**src/rtl/sweep_pkg.sv**
```systemverilog
// Shared state encoding and MISR constants for the exhaustive sweep/capture block.
package sweep_pkg;

   typedef enum logic [1:0] {
      S_IDLE,
      S_DRIVE,
      S_SAMPLE,
      S_DONE
   } sweep_state_t;

   localparam logic [15:0] MISR_POLY = 16'h1021;
   localparam logic [15:0] MISR_SEED = 16'hFFFF;

endpackage

```
**src/rtl/sweep_fifo.sv**
```systemverilog
// Synchronous power-of-two FIFO with full/empty flags; head data is visible one cycle after the write.
// A write while full is taken only together with a read in the same cycle.
module sweep_fifo #(
   parameter int WIDTH = 5,
   parameter int DEPTH = 4
) (
   input  logic             CK,
   input  logic             reset,
   input  logic             wr_vld,
   input  logic [WIDTH-1:0] wr_dat,
   input  logic             rd_rdy,
   output logic             rd_vld,
   output logic [WIDTH-1:0] rd_dat,
   output logic             full,
   output logic             empty
);

   localparam int AW = $clog2(DEPTH);

   logic [AW:0]      wr_ptr;
   logic [AW:0]      rd_ptr;
   logic [WIDTH-1:0] mem [DEPTH];
   logic             wr_fire;
   logic             rd_fire;

   // The extra pointer MSB separates a wrapped (full) state from an empty one.
   assign empty   = (wr_ptr == rd_ptr);
   assign full    = (wr_ptr[AW] != rd_ptr[AW]) && (wr_ptr[AW-1:0] == rd_ptr[AW-1:0]);
   assign rd_vld  = !empty;
   assign rd_fire = rd_vld && rd_rdy;
   assign wr_fire = wr_vld && (!full || rd_fire);
   assign rd_dat  = empty ? '0 : mem[rd_ptr[AW-1:0]];

   always_ff @(posedge CK or posedge reset) begin
      if (reset) begin
         wr_ptr <= '0;
         rd_ptr <= '0;
      end else begin
         if (wr_fire) wr_ptr <= wr_ptr + (AW+1)'(1);
         if (rd_fire) rd_ptr <= rd_ptr + (AW+1)'(1);
      end
   end

   always_ff @(posedge CK) begin
      if (wr_fire) mem[wr_ptr[AW-1:0]] <= wr_dat;
   end

endmodule

```
**src/rtl/exhaustive_sweep_capture.sv**
```systemverilog
// Drives all 2^N_W patterns in order, samples resp_i after SETTLE cycles, queues {pattern,response} records;
// stalls in SAMPLE while the record FIFO is full. Optional MISR signature on sig_o with SWEEP_MISR_EN.
module exhaustive_sweep_capture
   import sweep_pkg::*;
#(
   parameter int N_W    = 4,
   parameter int R_W    = 1,
   parameter int SETTLE = 1,
   parameter int DEPTH  = 4
) (
   input  logic           CK,
   input  logic           reset,
   input  logic           start,
   output logic [N_W-1:0] pat_o,
   input  logic [R_W-1:0] resp_i,
   output logic           busy,
   output logic           done,
   output logic           rec_valid,
   input  logic           rec_ready,
   output logic [N_W-1:0] rec_pat,
   output logic [R_W-1:0] rec_resp
`ifdef SWEEP_MISR_EN
   ,
   output logic [15:0]    sig_o
`endif
);

   localparam int CNT_W = (SETTLE > 1) ? $clog2(SETTLE) : 1;

   sweep_state_t       state;
   sweep_state_t       state_nxt;
   logic [N_W-1:0]     pat_nxt;
   logic [CNT_W-1:0]   cnt;
   logic [CNT_W-1:0]   cnt_nxt;
   logic               push;
   logic               seed;
   logic               fifo_full;
   logic               fifo_empty;
   logic [N_W+R_W-1:0] head_dat;

   always_ff @(posedge CK or posedge reset) begin
      if (reset) begin
         state <= S_IDLE;
         pat_o <= '0;
         cnt   <= '0;
      end else begin
         state <= state_nxt;
         pat_o <= pat_nxt;
         cnt   <= cnt_nxt;
      end
   end

   always_comb begin
      state_nxt = state;
      pat_nxt   = pat_o;
      cnt_nxt   = cnt;
      push      = 1'b0;
      seed      = 1'b0;
      case (state)
         S_IDLE, S_DONE: begin
            if (start) begin
               state_nxt = S_DRIVE;
               pat_nxt   = '0;
               cnt_nxt   = '0;
               seed      = 1'b1;
            end
         end
         S_DRIVE: begin
            if (cnt == CNT_W'(SETTLE - 1)) state_nxt = S_SAMPLE;
            else                           cnt_nxt   = cnt + CNT_W'(1);
         end
         S_SAMPLE: begin
            // A full FIFO still takes the record if its head leaves this cycle.
            push = !fifo_full || (rec_valid && rec_ready);
            if (push) begin
               if (&pat_o) begin
                  state_nxt = S_DONE;
               end else begin
                  state_nxt = S_DRIVE;
                  pat_nxt   = pat_o + N_W'(1);
                  cnt_nxt   = '0;
               end
            end
         end
         default: state_nxt = S_IDLE;
      endcase
   end

   assign busy = (state == S_DRIVE) || (state == S_SAMPLE);
   assign done = (state == S_DONE);

   sweep_fifo #(
      .WIDTH (N_W + R_W),
      .DEPTH (DEPTH)
   ) u_fifo (
      .CK     (CK),
      .reset  (reset),
      .wr_vld (push),
      .wr_dat ({pat_o, resp_i}),
      .rd_rdy (rec_ready),
      .rd_vld (rec_valid),
      .rd_dat (head_dat),
      .full   (fifo_full),
      .empty  (fifo_empty)
   );

   assign {rec_pat, rec_resp} = head_dat;

`ifdef SWEEP_MISR_EN
   logic [15:0] sig;

   always_ff @(posedge CK or posedge reset) begin
      if (reset)     sig <= MISR_SEED;
      else if (seed) sig <= MISR_SEED;
      else if (push) sig <= {sig[14:0], 1'b0} ^ (sig[15] ? MISR_POLY : 16'h0000) ^ 16'(resp_i);
   end

   assign sig_o = sig;
`endif

endmodule

```
**config.mk**
```make
export PLATFORM = sky130hd
export DESIGN_NAME = exhaustive_sweep_capture
export DESIGN_NICKNAME = d
export VERILOG_FILES = /design/src/rtl/sweep_pkg.sv /design/src/rtl/sweep_fifo.sv /design/src/rtl/exhaustive_sweep_capture.sv
export SDC_FILE = /design/constraint.sdc
export NUM_CORES = 1
export LEC_CHECK = 0
export ABC_AREA = 1
export CORE_MARGIN = 3
export CORE_UTILIZATION = 50
export DETAILED_ROUTE_END_ITERATION = 8
export HOLD_SLACK_MARGIN = 0.08
export PLACE_DENSITY_LB_ADDON = 0.15
export SLEW_MARGIN = 20
export SYNTH_ARGS = -nofsm -noshare
export SYNTH_HDL_FRONTEND = slang
export SYNTH_SLANG_ARGS = --single-unit
```
**constraint.sdc**
```tcl
create_clock -name CK -period 1.5 [get_ports CK]
set_input_delay 0.225 -clock CK [delete_from_list [all_inputs] [get_ports CK]]
set_output_delay 0.225 -clock CK [all_outputs]
set_load 0.03 [all_outputs]
```
# After elaboration in Yosys (flattened, before gate mapping)
# Memory sizes are Yosys's and may differ from the RTL's.
# Index checks and enable logic that the tools add are counted.
# op_classes
n_addsub	4
bitwise_logic	0
n_lt_le_gt_ge	0
n_reduce_logical	14
n_shift	0
n_div	0
n_mul	0
mux	18
n_eq_ne	10
# ops
operator	n
$mux 4	3
$mux 2	4
$ne 2x2->1 const B	4
$pmux 4 s2	1
$reduce_and 4->1	2
$mux 1	7
$add 3x1->3 const B	2
$pmux 2 s3	1
$reduce_and 3->1	2
$mux 5	1
$add 4x1->4 const B	1
$eq 2x2->1 const B	2
$eq 3x3->1	1
$logic_and 1x1->1	3
$pmux 1 s3	1
$eq 2x1->1 const B	1
$eq 2x2->1	1
$logic_not 1->1	2
$logic_not 2->1	1
$logic_or 1x1->1	2
$reduce_bool 2->1	1
$reduce_or 2->1	1
$add 1x1->1 const B	1
$ne 1x1->1	1
# totals
word_cells	52
romBits	0
latch_bits	0
mem_count	1
output_inout_bits	12
reg_bits	13
ram_bits	20
# mem_list
memory	words	word_bits	rd	rd_clocked_by_memory_dff	write_ports	line	text
u_fifo.mem	4	5	1	0	1	sweep_fifo.sv:22	logic [WIDTH-1:0] mem [DEPTH];

# Depth between registers and ports, before layout
# logic_depth
ltp_word	8
ltp_mapped	8
depth_no_buf	8

# Hierarchy
# From an unflattened synthesis, not the netlist that was laid out.
# hier_totals
cells_unflattened	180
hier_area_um2	1652.8
# modules_own_cells
module	instances	area_each_um2	cells_each
sweep_fifo	1	1248.7	120
exhaustive_sweep_capture	1	404.1	60

# Worst setup path after synthesis
# Ideal clock, no wire load.
# synth_path
path_type	reg2reg
start	register state[0]
end	register pat_o[0]
path_buffers	1
t_arrival_ns	1.537
required_ns	1.381
stages_incl_launch_ff	9
setup_time_ns	0.119
period_less_slack_ns	1.656
path_slack_ns	-0.156
path_cell_list	dfrtp_1 inv_1 ha_1 inv_1 or2_2 buf_1 nand3_2 nand2_1 nand2_1
# synth_via
elab_chain_cells	4
# synth_lines
item	line	text
start: declaration	exhaustive_sweep_capture.sv:30	sweep_state_t state;
start signal: assignment	exhaustive_sweep_capture.sv:47	state <= state_nxt;
$eq 2x2->1 or $logic_not 2->1 (tied branches)	exhaustive_sweep_capture.sv:59	case (state)
$reduce_or 2->1	exhaustive_sweep_capture.sv:59	
$ne 2x2->1 (no line) or $reduce_bool 2->1 (tied branches)	--	
$reduce_and 4->1 (no line)	--	
end signal: assignment	exhaustive_sweep_capture.sv:48	pat_o <= pat_nxt;
end: declaration	exhaustive_sweep_capture.sv:14	output logic [N_W-1:0] pat_o,
# Parallel ways exist; a longest one is shown, timed or not.
# A chain may end at the register's enable or synchronous reset.

# Final worst setup path
# layout_path
start	register u_fifo.rd_ptr[0]
end	output port rec_pat[3]
# layout_via
elab_chain_cells	2
# layout_lines
item	line	text
start: declaration	sweep_fifo.sv:21	logic [AW:0] rd_ptr;
start signal: assignment	sweep_fifo.sv:40	if (rd_fire) rd_ptr <= rd_ptr + (AW+1)'(1);
$mem_v2 4x5 or $eq 3x3->1 (tied branches)	--	
$mux 5 *	sweep_fifo.sv:32	assign rd_dat = empty ? '0 : mem[rd_ptr[AW-1:0]];
end: declaration	exhaustive_sweep_capture.sv:20	output logic [N_W-1:0] rec_pat,
# Every way passes the cells marked *; elsewhere a longest branch is shown, timed or not.

==> metrics.md <==
| Metric | Value |
|---|---|
| DP HPWL | 2503 um |
| Via count of the first global-routing pass | 1191 |
| Max capacitance violation total | 0 |
| GRT met1 Usage | 24.71% |
| Mapped cell area | 0.001664 mm^2 |
| GRT overflow | 0 |
| Critical-path top delay cell | dfrtp_1 |
| Layout cells sized above 1 | 41.12% |
| Layout Nets | 227 |
| Complex-gate fraction of the synthesized area | 7.444% |
| TritonRoute pass-1 iters | 4 |
| Max clock buf depth | 2 |
| Xor/xnor share of the synthesized area | 3.008% |
| Final Skew | 9.645 ps |
| CP Launch Type | flip-flop |
| Port bufs | 16 |
| Crit path max-delay family | buffers and inverters |
| Final Max Slew Viols | 0 |
| CTS H-tree lvls | 2 |
| Worst Path Arrival | 1470 ps |
| Initial Utilization | 53.63% |
| TritonCTS sink count | 32 |
| Antenna viol nets, final | 0 |
| Avg WL per Cell | 13.97 um |
| Unrepaired setup endpoints after global routing | yes |
| Number of antenna violations at the first check in global routing | 0 |
| Die height | 63.69 um |
| Failing checks | negative setup slack |
| Critical Path, Cell by Cell | buf_6, buf_6, o21ai_2, o22ai_1, nand2_1, inv_1, buf_6 |
| Total number of vias | 1307 |
| Placed Cells | 238 |
| Hold Fails Final Rpt | 0 |
| Initial drt markers | 90 |
| Yosys reg bits | 32 |
| Dpl ws | -0.08205 ps |
| Critical setup path kind | reg2out |
| Post-synthesis mux area share | 0% |
| Core area | 0.003103 mm^2 |
| Most frequent CP cell | buf_6 |
| Synth top area cells | edfxtp_1, dfrtp_1, ha_1 |
| Setup WS post-layout | -195.5 ps |
| Post-synth cell types | 27 |
| # IOs | 17 |
| Comb pwr share | 65.3% |
| DRC violations left | 0 |
| Outcome | finished with violations |
| Mapped Nets | 175 |
| Met3 Use GR | 5.348% |
| Top-area cell type share of the netlist area | 36.09% |
| Synth warn | 0 |
| Most frequent cells in the layout | nand2_1, buf_4, edfxtp_1 |
| Worst Setup End Kind | primary output |
| NetSw | 2.208 mW |
| Fmax | 589.8 MHz |
| Synth Area in Adders | 6.767% |
| Most common cell after layout, fill and taps aside | nand2_1 |
| Synth Area per Inst | 10.34 um^2 |
| Max-Slew Margin vs Limit | 68.41% |
| Top cell type by total area after synthesis | edfxtp_1 |
| CTS Buf Count | 5 |
| CTS root buffer | clkbuf_4 |
| Seq/Total Area, Yosys | 54.14% |
| Clock period minus worst slack | 1696 ps |
| Power Total | 4.922 mW |
| GP Congestion | 0.8554 |
| Mapped Cells | 161 |
| Layout Cells excl Fill | 258 |
| Pleak | 1.039 nW |
| Vias per Instance | 5.066 |
| Largest net degree at the start of global routing | 13 |
| Ant. Diodes | 0 |
| Crit-path max FO | 7 |
| Hold WC Path Type | in2async |
| Int Power | 2.714 mW |
| Crit share post-route | 113.0% |
| DRT Wirelength | 3604 um |
| First-pass GRT wire length | 5816 um |
| Worst path max stage delay | 420 ps |
| Rows | 20 |
| Sw Ratio | 44.87% |
| Worst VDD drop | 1.449 mV |
| Clk slew on worst S/H paths | 90 ps |
| Busiest grt layer | met2 |
| Crit path required time | 1270 ps |
| Pwr dens | 2140 mW/mm^2 |
| Total track usage | 19.06% |
| Clock network power share | 9.0% |
| Horiz. Die Dim | 63.69 um |
| Largest family of logic cells by synthesized area | simple AND/OR/NAND/NOR gates |
| Met2 Use GR | 30.51% |
| CTS tree | built |
| Worst-Skew Late Latency | 330 ps |
| Simple-gate portion of the synthesized area | 23.01% |
| Final setup fails | 22 |
| Worst-margin pin slew | 473.3 ps |
| Seq pwr share | 25.7% |
| Full die area | 0.004056 mm^2 |
| Area Overhead vs Synth | 38.20% |
| CP Buf/Inv Count | 4 |
## worst paths after layout
path                                        from          endpoint  slack [ps]  cells after the start
worst max-delay path            u_fifo.rd_ptr[0]        rec_pat[3]        -200                      7
worst min-delay path                       reset  u_fifo.rd_ptr[0]         200                      2
worst max register to register  u_fifo.rd_ptr[1]  u_fifo.mem[0][0]         -10                      9
worst min register to register          pat_o[1]          pat_o[1]         550                      2
max in group asynchronous                  reset          pat_o[1]         950                      2
min in group CK                         pat_o[1]          pat_o[1]         550                      2
## timing repair
| action | 4_1_cts | 5_1_grt |
|---|---|---|
| pin swaps | 3 | 11 |
| hold buffers | 0 | 0 |
| gates resized for setup | 19 | 48 |
| buffers inserted | 7 | 5 |
| setup endpoints to repair | 12 | 38 |
## Yosys cell counts
cell type and number:
nand2_2 4, nor2_4 1, buf_1 1, o21ai_1 2
nand3_4 1, clkbuf_1 2, xnor2_1 2, nor2_1 18
nand2_1 27, or2_2 1, nor2_2 3, nand4_1 5
o22ai_1 5, inv_2 3, nor3_4 1, ha_1 9
nor2_8 1, dfrtp_1 12, a21oi_2 2, o21ai_0 13
xor2_2 2, edfxtp_1 20, inv_1 19, nand3_1 1
nor3b_1 1, nand2_4 4, nand3_2 1
## layout make-up
type                    count  area, um^2
fillers                   242       803.3
well taps                  44       55.05
clock buffers               7       45.04
repair buffers             48       437.9
flip-flops and latches     32       903.4
clock inverters             1       3.754
multi-input cells         104       767.0
inverters                  22       87.58
## registers in the layout (all words and copies together) (netlist names)
signal and count:
pat_o 4, u_fifo.wr_ptr 3, u_fifo.mem 20, state 2, u_fifo.rd_ptr 3
## stage by stage
stage               setup TNS (ps)  util [%]  hold WS (ps)  cell area (um^2)
floorplan                   -798.9         -         89.70              1665
global placement                 0     64.48         534.0              2001
detailed placement         -0.1740     64.48         545.9              2001
CTS                          -1147     68.59         221.3              2128
global route                 -3090     74.11         231.5              2300
finish                       -1074     74.11         204.2              2300
## worst reg2reg max path, stage by stage, from the launching register on
cell and delay [ps]:
dfrtp_2 450, inv_2 90, nand2_2 60, nand2_4 80, nor2_8 60, buf_6 120
nand2_4 70, nand2_8 80, nor2_4 90, buf_6 120
## per-layer routing
metal / share of wire, % / vias up / wire (um)
met5: 0 / - / 0
met3: 4.5 / 7 / 162
met4: 1.3 / 0 / 48
li1: - / 632 / -
met1: 41 / 639 / 1461
met2: 54 / 29 / 1931
## cells by family (layout without fill, tap and decap cells)
logic type	count (synthesis)	in the layout
fa+ha+maj	9	9
xor+xnor	4	4
flops	32	32
simple gates	69	69
buf+inv	25	78
compound gates	22	22
## power by group through the flow
| stage | clock network [mW] | logic [mW] | registers, mW |
|---|---|---|---|
| 2_1_floorplan | 0 | 1.64 | 1.28 |
| 3_3_place_gp | 0 | 2.40 | 1.26 |
| 3_5_place_dp | 0 | 2.44 | 1.27 |
| 4_1_cts | 0.464 | 2.74 | 1.25 |
| 5_1_grt | 0.521 | 3.48 | 1.30 |
| 6_report | 0.442 | 3.21 | 1.27 |
(Power assumes the default switching activity.)
